<file path="src/rtl/alu_result_fifo.sv">
// -----------------------------------------------------------------------------
// alu_result_fifo
//
// Capture stage behind the 16-bit adder. Each accepted adder result (sum F plus
// flags C, P, O, Z, S) is written into a small first-word-fall-through FIFO
// with valid/ready handshakes on both sides. Optional status logic tracks
// sticky carry/overflow, counts overflowing results and flags results whose
// Z/S flags disagree with the sum.
//
// Build option:
//   ALU_FIFO_STATUS_EN  defined   -> sticky / ovf_cnt / err logic is built
//                       undefined -> those outputs are tied to 0 and
//                                    sticky_clr is ignored
//
// Parameters:
//   DEPTH  FIFO entries (power of two, >= 2)
//   CNT_W  width of the overflow event counter
//
// Ports:
//   clk, rst          rising-edge clock, synchronous active-high reset
//   in_valid/in_ready upstream handshake
//   in_f              adder sum
//   in_c/p/o/z/s      adder flags
//   out_valid/out_ready downstream handshake
//   out_f, out_flags  head entry; flags packed {S,Z,O,P,C}
//   count             current occupancy
//   sticky            {O,C} sticky status
//   sticky_clr        clears sticky, ovf_cnt and err
//   ovf_cnt           accepted entries with O=1 (saturating)
//   err               sticky flag-consistency error
// -----------------------------------------------------------------------------
module alu_result_fifo #(
  parameter int DEPTH = 4,
  parameter int CNT_W = 8
) (
  input  logic                       clk,
  input  logic                       rst,
  input  logic                       in_valid,
  output logic                       in_ready,
  input  logic [15:0]                in_f,
  input  logic                       in_c,
  input  logic                       in_p,
  input  logic                       in_o,
  input  logic                       in_z,
  input  logic                       in_s,
  output logic                       out_valid,
  input  logic                       out_ready,
  output logic [15:0]                out_f,
  output logic [4:0]                 out_flags,
  output logic [$clog2(DEPTH):0]     count,
  output logic [1:0]                 sticky,
  input  logic                       sticky_clr,
  output logic [CNT_W-1:0]           ovf_cnt,
  output logic                       err
);

  localparam int AW = $clog2(DEPTH);
  localparam logic [AW:0] FULL_CNT = (AW+1)'(DEPTH);

  typedef struct packed {
    logic [4:0]  flags;  // {S,Z,O,P,C}
    logic [15:0] f;
  } entry_t;

  entry_t        mem_q [DEPTH];
  logic [AW-1:0] wr_ptr_q, wr_ptr_d;
  logic [AW-1:0] rd_ptr_q, rd_ptr_d;
  logic [AW:0]   count_q,  count_d;
  logic          push, pop;

  // Handshakes depend only on registered occupancy, so out_ready never
  // reaches in_ready combinationally. A full FIFO refuses a push even when a
  // pop happens in the same cycle.
  assign in_ready  = (count_q != FULL_CNT);
  assign out_valid = (count_q != '0);
  assign push      = in_valid && in_ready;
  assign pop       = out_valid && out_ready;

  // First-word fall-through: the head location is always visible.
  assign out_f     = mem_q[rd_ptr_q].f;
  assign out_flags = mem_q[rd_ptr_q].flags;
  assign count     = count_q;

  // NOTE: every signal assigned in an always_comb gets a default first so no
  // path leaves it unassigned, which would infer a latch.
  always_comb begin
    wr_ptr_d = wr_ptr_q;
    rd_ptr_d = rd_ptr_q;
    count_d  = count_q;
    // Pointers are exactly AW bits wide, so +1 wraps modulo DEPTH.
    if (push) wr_ptr_d = wr_ptr_q + 1'b1;
    if (pop)  rd_ptr_d = rd_ptr_q + 1'b1;
    case ({push, pop})
      2'b10:   count_d = count_q + 1'b1;
      2'b01:   count_d = count_q - 1'b1;
      default: count_d = count_q;
    endcase
  end

  // NOTE: sequential state uses non-blocking assignments so every register
  // samples the pre-edge values regardless of statement order.
  always_ff @(posedge clk) begin
    if (rst) begin
      wr_ptr_q <= '0;
      rd_ptr_q <= '0;
      count_q  <= '0;
    end else begin
      wr_ptr_q <= wr_ptr_d;
      rd_ptr_q <= rd_ptr_d;
      count_q  <= count_d;
    end
  end

  // NOTE: the data array has no reset; out_valid gates its contents, and
  // leaving it unreset lets it map onto plain RAM/register cells.
  always_ff @(posedge clk) begin
    if (push) begin
      mem_q[wr_ptr_q] <= '{flags: {in_s, in_z, in_o, in_p, in_c}, f: in_f};
    end
  end

`ifdef ALU_FIFO_STATUS_EN
  logic [1:0]       sticky_q, sticky_d;
  logic [CNT_W-1:0] ovf_q,    ovf_d;
  logic             err_q,    err_d;
  logic             flag_bad;

  // P is not checked: parity of the sum is not cheaply re-derivable here
  // in a way the adder guarantees, so only Z and S are cross-checked.
  assign flag_bad = (in_z != (in_f == 16'h0000)) || (in_s != in_f[15]);

  // Clear is applied first and a push then sets on top of it, so a push in
  // the clearing cycle wins.
  always_comb begin
    sticky_d = sticky_clr ? 2'b00 : sticky_q;
    ovf_d    = sticky_clr ? '0    : ovf_q;
    err_d    = sticky_clr ? 1'b0  : err_q;
    if (push) begin
      if (in_o) sticky_d[1] = 1'b1;
      if (in_c) sticky_d[0] = 1'b1;
      if (in_o && (ovf_d != {CNT_W{1'b1}})) ovf_d = ovf_d + 1'b1;
      if (flag_bad) err_d = 1'b1;
    end
  end

  always_ff @(posedge clk) begin
    if (rst) begin
      sticky_q <= 2'b00;
      ovf_q    <= '0;
      err_q    <= 1'b0;
    end else begin
      sticky_q <= sticky_d;
      ovf_q    <= ovf_d;
      err_q    <= err_d;
    end
  end

  assign sticky  = sticky_q;
  assign ovf_cnt = ovf_q;
  assign err     = err_q;
`else
  // Status logic not built; sticky_clr has no effect.
  logic status_unused;
  assign status_unused = sticky_clr;
  assign sticky  = 2'b00;
  assign ovf_cnt = '0;
  assign err     = 1'b0;
`endif

endmodule

</file>
<file path="config.mk">
export PLATFORM = sky130hd
export DESIGN_NAME = alu_result_fifo
export DESIGN_NICKNAME = d
export VERILOG_FILES = /design/src/rtl/alu_result_fifo.sv
export SDC_FILE = /design/constraint.sdc
export NUM_CORES = 1
export LEC_CHECK = 0
export ABC_AREA = 1
export CAP_MARGIN = 20
export CORE_ASPECT_RATIO = 1.4
export CORE_MARGIN = 2
export CORE_UTILIZATION = 47
export DETAILED_ROUTE_END_ITERATION = 6
export PLACE_DENSITY = 0.75
export SYNTH_ARGS = -nofsm -noshare
export SYNTH_HDL_FRONTEND = slang
export SYNTH_SLANG_ARGS = --single-unit
</file>
<file path="constraint.sdc">
create_clock -name clk -period 1.8 [get_ports clk]
set_input_delay 0.27 -clock clk [delete_from_list [all_inputs] [get_ports clk]]
set_output_delay 0.27 -clock clk [all_outputs]
set_load 0.02 [all_outputs]
</file>
Word-level counts from Yosys, hierarchy flattened. Memory sizes are Yosys's and may differ from the RTL's. A register that Yosys moved wholly into a read port is not among the register bits. Cells that the tools add are included.

Add/subtract/negate cells: 4. Eq/ne operators: 3. Multiplexer cells: 5. Reductions and logical operators: 4.

Operators by type and width (number): 3-bit case mux with 2 select lines (1); 2-bit by 1-bit adder with 2-bit output (second input constant) (2); 2-bit 2-to-1 mux (2); 3-bit by 1-bit adder with 3-bit output (second input constant) (1); 3-bit inequality test (second input constant) (1); 3-bit nonzero test (1); 3-bit by 1-bit subtractor with 3-bit output (second input constant) (1); 2-bit by 1-bit equality test with 1-bit output (second input constant) (1); 2-bit equality test (second input constant) (1); 1-bit logical AND (2); 1-bit 2-to-1 mux (2); 2-bit nonzero test (1).

Register bits after elaboration: 7. Bits in writable memories: 84. Bits of input ports: 26. Output and inout bits: 37. Logic and storage cells: 20. Memories: 1.

Memories: mem_q (depth 4, bits a word 21, rd ports 1, clocked after memory_dff 1, write ports 1, line 65) `entry_t mem_q [DEPTH];`.

Logic depth before layout (Yosys ltp). Gate-level depths: netlist (run 1).

Depth after elaboration: 4. Depth in mapped cells: 13. Gate-level depth less buffers: 13.

Least setup slack after synthesis (run 1). Ideal clock, no wire load.

Path type: register to register. Start: register count_q[1] (netlist: count[1]). End: memory mem_q[0][0] (netlist name), enable pin. Library setup time: 0.399 ns. Arrival time: 1.687 ns. Required time: 1.401 ns. Slack: -0.286 ns. Cell stages (with the launch flop): 5. Buffers on the path: 0. Clock period less this slack: 2.086 ns. Path through: dfxtp_1 nor2_4 nand2_4 nand2_4 nor2_1.

Word-level cells in the longest chain between the ends: 4.

Ends and longest elaborated chain: from (decl) (line 68) `logic [AW:0] count_q, count_d;`; from (signal assigned) (line 110) `count_q <= count_d;`; 3-bit inequality test (line 74) `assign in_ready = (count_q != FULL_CNT);`; via in_ready (line 39) `output logic in_ready,`; 1-bit logical AND (line 76) `assign push = in_valid && in_ready;`; 1-bit 2-to-1 mux (line 117) `if (push) begin`; 1-bit 2-to-1 mux (not written as such) (line 118) `mem_q[wr_ptr_q] <= '{flags: {in_s, in_z, in_o, in_p, in_c}, f: in_f};`; to (decl) (line 65).

The timed path passes the listed nets, and every way through them passes these cells.

==> impl_metrics.csv, run 1 <==
group,metric,value,unit
die,core_area,7750,µm²
final_layout,final-instance-count-excl-fill,462,
grt,grt_use_total,0.1749,
clock_tree,cts_made_buffers,9,
synthesis,ys_warn_count,0,
placed_design,port_buffers,50,
timing,fin_skew,0.004181,ns
timing,hold_viol_final,0,
die,dieArea,8699,µm²
placed_design,dp_hpwl,4.699,mm
final_layout,fill_cells,620,
final_layout,design_area,4713,µm²
final_layout,final_layout_size_suffix_gt1_frac,0.2265,
placed_design,postPlaceCellArea,4549,µm²
placed_design,dp_cells,447,
setup_path,cp.required,1.53,ns
clock_tree,cts_sinks,93,
power,vdd_drop_max,881.8,µV
synthesis,synth_cell_types,22,
setup_path,max_stage_delay,0.37,ns
die,die_w,79.40,µm
die,die_h,109.6,µm
clock_tree,cts_root_buf,"clkbuf_8",
setup_path,crit_top_cell,"buf_12",
setup_path,cp.depth,5,
timing,post-route-period-util,0.9681,
synthesis,ys_ff_latch,93,
timing,fmax,573.9,MHz
clock_tree,clk_pin_slew,0.08,ns
timing,fin_crit,1.743,ns
placed_design,place_congestion,0.8052,
timing,rsz0062_at_grt,"yes",
setup_path,cp-start-kind,"register",
clock_tree,cts_hold_buffers,0,
timing,fin_tns_setup,0,ns
timing,layout_setup_ws,0.05741,ns
job,cap_violations,0,
final_layout,multi_input_area,823.3,µm²
grt,grt_pass1_wl,10.94,mm
setup_path,path_cells,"buf_12 > buf_12 > o21ai_0 > o22ai_1 > buf_4",
power,pwr_density_cell,1320,nW/µm²
clock_tree,clk_latency,0.36,ns
grt,antenna_found_initial,0,
setup_path,path_class,"register to output pin",
setup_path,end_kind,"output pin",
setup_path,worstPathMaxFanout,11,
routing,via_count,2340,
synthesis,syn_area_per_cell,13.17,µm²
setup_path,critical_path_buf_inv_count,3,
clock_tree,htreeDepth,3,
routing,drt_iter0_drc,143,
routing,wl,6.989,mm
power,leakage,1.732,nW
die,initial_core_util,0.4827,
final_layout,insertedDiodeCount,0,
grt,first_global_vias,2297,
routing,drtAntennaViolNets,0,
final_layout,seq_area,2719,µm²
setup_path,path_delay_family,"buffers and inverters",
routing,remaining_drc_errors,0,
routing,drtPass1Iterations,4,
grt,grt_max_degree,19,
setup_path,slowest_stage,"dfxtp_4",
synthesis,syn_inst,284,
final_layout,nets,390,
worst_hold_path,hp-class,"register to register",
placed_design,place_ws,-0.1393,ns
grt,grt-ovfl-total,0,
final_layout,syn_to_final_growth,25.99,%
clock_tree,tritoncts,"done",
final_layout,final_core_util,0.6082,
setup_path,worst_ep_arrival_time,1.47,ns
synthesis,netlist_area,3741,µm²
clock_tree,post_cts_buffers,0,
run_status,outcome,"finished, final reports clean",
setup_path,rr_worst_depth,8,
routing,avgRoutedWirePerCell,15.13,µm
timing,setup_viol,0,
die,rows,38,
synthesis,yosysSeqAreaShare,0.7224,
clock_tree,cts.path.max_buffers,2,
worst_hold_path,holdPathStages,2,
die,pin_count,63,
routing,vias_per_cell,5.065,
timing,drv_slew,0,
worst min-delay path: stages (launching register included):
cell	delay, ns
dfxtp_1	0.34
nand2_1	0.07
a21oi_1	0.05
through the flow:
step | power, mW | hold WS [ns]
after detailed placement | 5.046 | 0.5034
after CTS | 6.147 | 0.5105
after floorplan | 4.004 | 0.3391
after global placement | 4.989 | 0.4876
final | 6.223 | 0.5074
after global routing | 6.559 | 0.5303
cell usage in the layout (no fill, tap or decap), drive strengths merged:
cell type,instances
inv,18
clkbuf,10
clkdlybuf4s50,28
o22ai,21
a21oi,5
dfxtp,9
conb,11
bufinv,1
clkinv,4
nand3,5
buf,48
nand2,15
dlygate4sd2,1
o21ai,44
ha,5
edfxtp,84
nor2,52
fa,1
metal layers:
layer | share of wire | wire length, µm | global-route usage | vias up
met5 | 0 | 0 | 0 | -
met1 | 0.41 | 2841 | 0.1935 | 1122
met2 | 0.53 | 3674 | 0.3099 | 62
met3 | 0.038 | 267 | 0.03777 | 15
met4 | 0.029 | 206 | 0.09975 | 0
li1 | - | - | - | 1141
Yosys cell counts (all sizes together):
cell type,number,area [µm²]
a21oi,5,25.02
buf,24,196.4
conb,1,3.750
dfxtp,9,180.2
edfxtp,84,2522
fa,1,20.02
ha,5,62.56
inv,18,72.57
nand2,15,76.32
nand3,5,25.02
nor2,52,205.2
o21ai,44,220.2
o22ai,21,131.4
flip-flops by register name, indices dropped and copies added (netlist names), named ones only:
signal    count
mem_q        84
wr_ptr_q      2
rd_ptr_q      2
count         3
worst paths after layout:
check | start | endpoint | slack [ns]
worst max-delay path | register | out_f[7] | 0.06
worst min-delay path | wr_ptr_q[0] | wr_ptr_q[0] | 0.51
worst min register to register | wr_ptr_q[0] | wr_ptr_q[0] | 0.51
worst max register to register | count[1] | count[1] | 0.14
timing repair:
action | 4_1_cts | 5_1_grt
resized for setup | 93 | 36
gates cloned | 0 | 0
setup endpoints to repair | 22 | 18
pin swaps | 1 | 11
power breakdown:
| part | switching (mW) | internal (mW) | total, mW |
|---|---|---|---|
| sequential | 0.109 | 2.59 | 2.70 |
| combinational | 1.27 | 0.957 | 2.23 |
| clock | 0.669 | 0.627 | 1.30 |
| total | 2.05 | 4.18 | 6.22 |
cells by family (layout without fill, tap and decap cells):
family	count (synthesis)	count (layout)	share of synthesized area
compound gates	70	70	0.1007
fa+ha+maj	6	6	0.02207
buf+inv	42	110	0.07191
flops	93	93	0.7224
other cells	1	11	0.001002
simple gates	72	72	0.08194
layout make-up:
| type | count | area share |
|---|---|---|
| Multi-Input combinational cell | 159 | 0.1747 |
| Clock inverter | 5 | 0.01115 |
| Sequential cell | 93 | 0.5769 |
| Timing Repair Buffer | 77 | 0.1654 |
| Inverter | 18 | 0.01832 |
| Clock buffer | 10 | 0.02708 |
| Tap cell | 100 | 0.02655 |
Note: power is estimated with default switching activity, not from simulation.
==> run 2: changes to the inputs <==
--- a/config.mk
+++ b/config.mk
@@ -12,6 +12,7 @@
 export CORE_UTILIZATION = 47
 export DETAILED_ROUTE_END_ITERATION = 6
 export PLACE_DENSITY = 0.75
+export SKIP_LAST_GASP = 1
 export SYNTH_ARGS = -nofsm -noshare
 export SYNTH_HDL_FRONTEND = slang
 export SYNTH_SLANG_ARGS = --single-unit
==> run 2 against run 1 <==
Maximum frequency about the same. Power decreased by 0.11%. Combinational power about the same. Register-to-register slack about the same. Via count decreased by 0.13%. Worst setup slack about the same. Clock power about the same. Sequential share of layout area about the same. Sequential cell count unchanged. Sequential power about the same. Highest routed layer unchanged.
==> impl_metrics.csv, run 2 (synthesis gave the netlist of run 1 again) <==
group,metric,value,unit
clock_tree,cts_sinks,93,
grt,grt_pass1_wl,10.94,mm
clock_tree,cts_hold_buffers,0,
die,core_area,7750,µm²
placed_design,place_congestion,0.8052,
final_layout,final-instance-count-excl-fill,462,
timing,post-route-period-util,0.9679,
final_layout,final_layout_size_suffix_gt1_frac,0.2265,
final_layout,final_common_cell,"edfxtp_1",
setup_path,path_cells,"buf_12 > buf_12 > o21ai_0 > o22ai_1 > buf_4",
timing,drv_slew,0,
clock_tree,tritoncts,"done",
clock_tree,clk_latency,0.36,ns
placed_design,place_ws,-0.1393,ns
grt,use_met2,0.3099,
worst_hold_path,hp-class,"register to register",
final_layout,nets,390,
placed_design,dp_cells,447,
die,dieArea,8699,µm²
timing,fin_crit,1.742,ns
setup_path,worst_ep_arrival_time,1.47,ns
placed_design,dp_hpwl,4.699,mm
setup_path,cp.required,1.53,ns
placed_design,postPlaceCellArea,4549,µm²
routing,drtPass1Iterations,4,
routing,drtAntennaViolNets,0,
grt,antenna_found_initial,0,
grt,met1_usage,0.1935,
placed_design,port_buffers,50,
worst_hold_path,holdPathStages,2,
setup_path,rrSetupSlack,0.14,ns
setup_path,reg2reg_to,"count[1]",
routing,remaining_drc_errors,0,
setup_path,crit_top_cell,"buf_12",
timing,hold_viol_final,0,
grt,grt_max_degree,19,
job,cap_violations,0,
clock_tree,htreeDepth,3,
clock_tree,clk_pin_slew,0.08,ns
setup_path,rr_worst_depth,8,
routing,vias_per_cell,5.058,
grt,first_global_vias,2297,
grt,grt-ovfl-total,0,
final_layout,final_cell_mix,"edfxtp_1 (84), nor2_1 (46), clkdlybuf4s50_1 (28), buf_4 (27), o21ai_0 (26)",
die,die_h,109.6,µm
final_layout,syn_to_final_growth,25.82,%
worst_hold_path,hold_path_end,"wr_ptr_q[0]",
clock_tree,cts_root_buf,"clkbuf_8",
timing,fin_skew,0.004535,ns
die,initial_core_util,0.4827,
timing,rsz0062_at_grt,"yes",
power,leakage,1.730,nW
power,pwr_density_cell,1321,nW/µm²
routing,wl,6.994,mm
routing,avgRoutedWirePerCell,15.14,µm
setup_path,path_class,"register to output pin",
setup_path,cp-start-kind,"register",
grt,use_met3,0.03777,
run_status,outcome,"finished, final reports clean",
timing,setup_viol,0,
setup_path,reg2reg_from,"count[1]",
setup_path,worstPathMaxFanout,11,
final_layout,insertedDiodeCount,0,
clock_tree,cts_made_buffers,9,
die,rows,38,
routing,drt_iter0_drc,130,
timing,fmax,574.0,MHz
setup_path,end_kind,"output pin",
final_layout,largest_reg_flops,84,
grt,grt_use_total,0.1749,
final_layout,design_area,4707,µm²
routing,via_count,2337,
clock_tree,cts.path.max_buffers,2,
setup_path,max_stage_delay,0.37,ns
grt,top_usage_layer,"met2",
power,vdd_drop_max,881.1,µV
final_layout,regMostFlops,"mem_q",
setup_path,slowest_stage,"dfxtp_4",
die,die_w,79.40,µm
die,pin_count,63,
worst_hold_path,min_from,"wr_ptr_q[0]",
timing,layout_setup_ws,0.05783,ns
==> run 2: cell counts in the layout (fill, tap and decap cells not counted) <==
No cell type changed its count.
==> run 2: critical path: cells and delay by family, from the launching register on <==
family                 cells  cell delay, ns
AO/OA/AOI/OAI              2            0.29
flip-flops                 1            0.37
buffers and inverters      3            0.45
==> run 2: per-layer routing <==
layer | routed length [µm] | up-vias
met5 | 0 | -
met4 | 206 | 0
met3 | 267 | 15
met2 | 3689 | 62
met1 | 2830 | 1119
li1 | - | 1141
==> run 2: worst max path at each step <==
stage                   start  slack, ns     endpoint
global route         register      -0.03    out_f[15]
detailed placement  out_ready      -0.14     count[2]
floorplan            count[1]      -0.18  mem_q[0][0]
CTS                  register      -0.01     out_f[7]
finish               register       0.06     out_f[7]
global placement    out_ready      -0.10     count[2]
==> run 2: repair_timing <==
item,4_1_cts,5_1_grt
setup buffers,0,0
pin swaps,1,11
endpoints found under the setup margin,22,18
gates resized for setup,92,32
==> run 2: cell type report <==
cell class | instances | area (µm²)
Clock buffer | 10 | 127.6
Fill cell | 618 | 3043
Tap cell | 100 | 125.1
Multi-Input combinational cell | 159 | 823.3
Timing Repair Buffer | 77 | 775.7
Inverter | 18 | 86.33
Clock inverter | 5 | 52.55
Sequential cell | 93 | 2716
==> run 2: through the flow <==
step                      utilization  TNS [ns]  total power, mW  hold WS [ns]
final                          0.6074         0            6.217        0.5073
after detailed placement       0.5870   -0.9155            5.046        0.5034
after global placement         0.5870   -0.8421            4.989        0.4876
after global routing           0.6074   -0.1656            6.553        0.5303
after floorplan                     -    -14.70            4.004        0.3391
after CTS                      0.5982  -0.01009            6.141        0.5105
==> run 2: power breakdown <==
group          switching [mW]  total (mW)  leakage [nW]  internal (mW)
combinational            1.27        2.22         0.789          0.953
sequential              0.109        2.70         0.847           2.59
clock                   0.669        1.30        0.0935          0.627
==> run 3: changes to the inputs <==
--- a/config.mk
+++ b/config.mk
@@ -8,7 +8,6 @@
 export ABC_AREA = 1
 export CAP_MARGIN = 20
 export CORE_ASPECT_RATIO = 1.4
-export CORE_MARGIN = 2
 export CORE_UTILIZATION = 47
 export DETAILED_ROUTE_END_ITERATION = 6
 export PLACE_DENSITY = 0.75
==> run 3 against run 2 <==
Clock-buffer cell count shrank 1. Critical path depth increased by 1. Clock power is 28% higher. Die area shrank 4.3%. Register-to-register slack improved by 0.02 ns.
==> impl_metrics.csv, run 3 (synthesis gave the netlist of run 1 again) <==
group,metric,value,unit
clock_tree,cts_sinks,93,
setup_path,crit_top_cell,"buf_6",
routing,wl,7.008,mm
placed_design,dp_hpwl,4.522,mm
grt,grt_max_degree,21,
die,dieArea,8326,µm²
timing,drv_slew,0,
routing,avgRoutedWirePerCell,15.04,µm
power,vdd_drop_max,910.2,µV
timing,fmax,570.2,MHz
timing,fin_tns_setup,0,ns
routing,vias_per_cell,5.139,
clock_tree,tritoncts,"done",
grt,grt_use_total,0.1781,
routing,via_count,2395,
placed_design,port_buffers,50,
power,leakage,1.764,nW
clock_tree,clk_latency,0.35,ns
routing,drtAntennaViolNets,0,
setup_path,path_cells,"buf_6 > inv_8 > buf_6 > nor2_1 > o22ai_1 > buf_4",
timing,fin_skew,0.01003,ns
grt,antenna_found_initial,0,
die,rows,38,
routing,remaining_drc_errors,0,
clock_tree,cts_root_buf,"clkbuf_8",
power,power,6.558,mW
setup_path,path_delay_family,"buffers and inverters",
final_layout,final_cell_mix,"edfxtp_1 (84), nor2_1 (46), o21ai_0 (29), buf_4 (29), clkdlybuf4s50_1 (27)",
die,die_h,107.6,µm
setup_path,end_kind,"output pin",
final_layout,insertedDiodeCount,0,
final_layout,final_core_util,0.6153,
worst_hold_path,holdPathStages,2,
setup_path,rr_worst_depth,12,
setup_path,rrSetupSlack,0.16,ns
timing,layout_setup_ws,0.04626,ns
final_layout,design_area,4768,µm²
final_layout,largest_reg_flops,84,
routing,drtPass1Iterations,4,
clock_tree,htreeDepth,3,
final_layout,nets,393,
setup_path,reg2reg_to,"count[2]",
setup_path,slowest_stage,"dfxtp_2",
grt,grt_pass1_wl,10.97,mm
final_layout,final_common_cell,"edfxtp_1",
setup_path,endpoint,"out_flags[1]",
die,pin_count,63,
setup_path,cp.depth,6,
clock_tree,cts_made_buffers,9,
final_layout,fill_cells,616,
placed_design,place_congestion,0.7641,
die,initial_core_util,0.4827,
placed_design,place_ws,-0.1303,ns
final_layout,final_layout_size_suffix_gt1_frac,0.2459,
setup_path,max_stage_delay,0.34,ns
setup_path,worstPathMaxFanout,8,
power,pwr_density_cell,1375,nW/µm²
setup_path,cp-start-kind,"register",
die,die_w,77.40,µm
timing,setup_viol,0,
setup_path,cp.required,1.53,ns
timing,hold_viol_final,0,
worst_hold_path,hp-class,"register to register",
die,core_area,7750,µm²
routing,drt_iter0_drc,87,
setup_path,worst_ep_arrival_time,1.48,ns
grt,grt-ovfl-total,0,
timing,post-route-period-util,0.9743,
grt,first_global_vias,2323,
setup_path,reg2reg_from,"count[1]",
clock_tree,cts_hold_buffers,0,
timing,fin_crit,1.754,ns
setup_path,critical_path_buf_inv_count,4,
job,cap_violations,0,
run_status,outcome,"finished, final reports clean",
final_layout,regMostFlops,"mem_q",
clock_tree,clk_pin_slew,0.09,ns
setup_path,path_class,"register to output pin",
timing,rsz0062_at_grt,"yes",
placed_design,postPlaceCellArea,4499,µm²
final_layout,syn_to_final_growth,27.46,%
clock_tree,cts.path.max_buffers,2,
-- run 3: routing by layer --
layer	global-route usage	wire length, µm	vias up
li1	-	-	1148
met1	0.2010	2816	1160
met2	0.3217	3798	75
met3	0.03390	307	12
met4	0.08356	86	0
met5	0	0	-
-- run 3: worst min path at each step --
stage	start	end
2_1_floorplan	rst	wr_ptr_q[0]
5_1_grt	wr_ptr_q[1]	wr_ptr_q[1]
3_3_place_gp	wr_ptr_q[1]	wr_ptr_q[1]
4_1_cts	wr_ptr_q[1]	wr_ptr_q[1]
6_report	wr_ptr_q[1]	wr_ptr_q[1]
3_5_place_dp	wr_ptr_q[1]	wr_ptr_q[1]
-- run 3: cell type report --
| cell class | instances | area [µm²] | area share |
|---|---|---|---|
| flip-flops and latches | 93 | 2714 | 0.5691 |
| multi-input cells | 159 | 843.3 | 0.1769 |
| repair buffers | 80 | 764.5 | 0.1603 |
| well taps | 100 | 125.1 | 0.02624 |
| clock buffers | 9 | 123.9 | 0.02598 |
| clock inverters | 7 | 122.6 | 0.02572 |
| inverters | 18 | 75.07 | 0.01574 |
-- run 3: worst register-to-register path: stages, from the launching register on --
cell and delay (ns):
dfxtp_4 0.37, nor2_4 0.14, nand2_4 0.09, nand2_4 0.06, ha_2 0.17, inv_1 0.06
fa_2 0.34, inv_1 0.06, nand2_1 0.04, nand3_1 0.08, nand2_1 0.05, nand2_1 0.05
nor2_1 0.04
-- run 3: power by group --
part / leakage, nW / internal, mW / switching (mW)
Sequential: 0.847 / 2.59 / 0.0997
Combinational: 0.796 / 0.943 / 1.27
Clock: 0.121 / 0.932 / 0.725
-- run 3: stage by stage --
| step | instances | hold slack, ns |
|---|---|---|
| after floorplan | 294 | 0.3391 |
| after global placement | 447 | 0.4895 |
| after detailed placement | 447 | 0.4969 |
| after CTS | 463 | 0.5095 |
| after global routing | 466 | 0.5361 |
| final | 466 | 0.5084 |
-- run 3: timing repair --
| action | in CTS | in global routing |
|---|---|---|
| setup endpoints to repair | 21 | 20 |
| gates cloned | 0 | 1 |
| resized for setup | 91 | 26 |
| pin swaps | 1 | 7 |
| setup buffers | 0 | 2 |
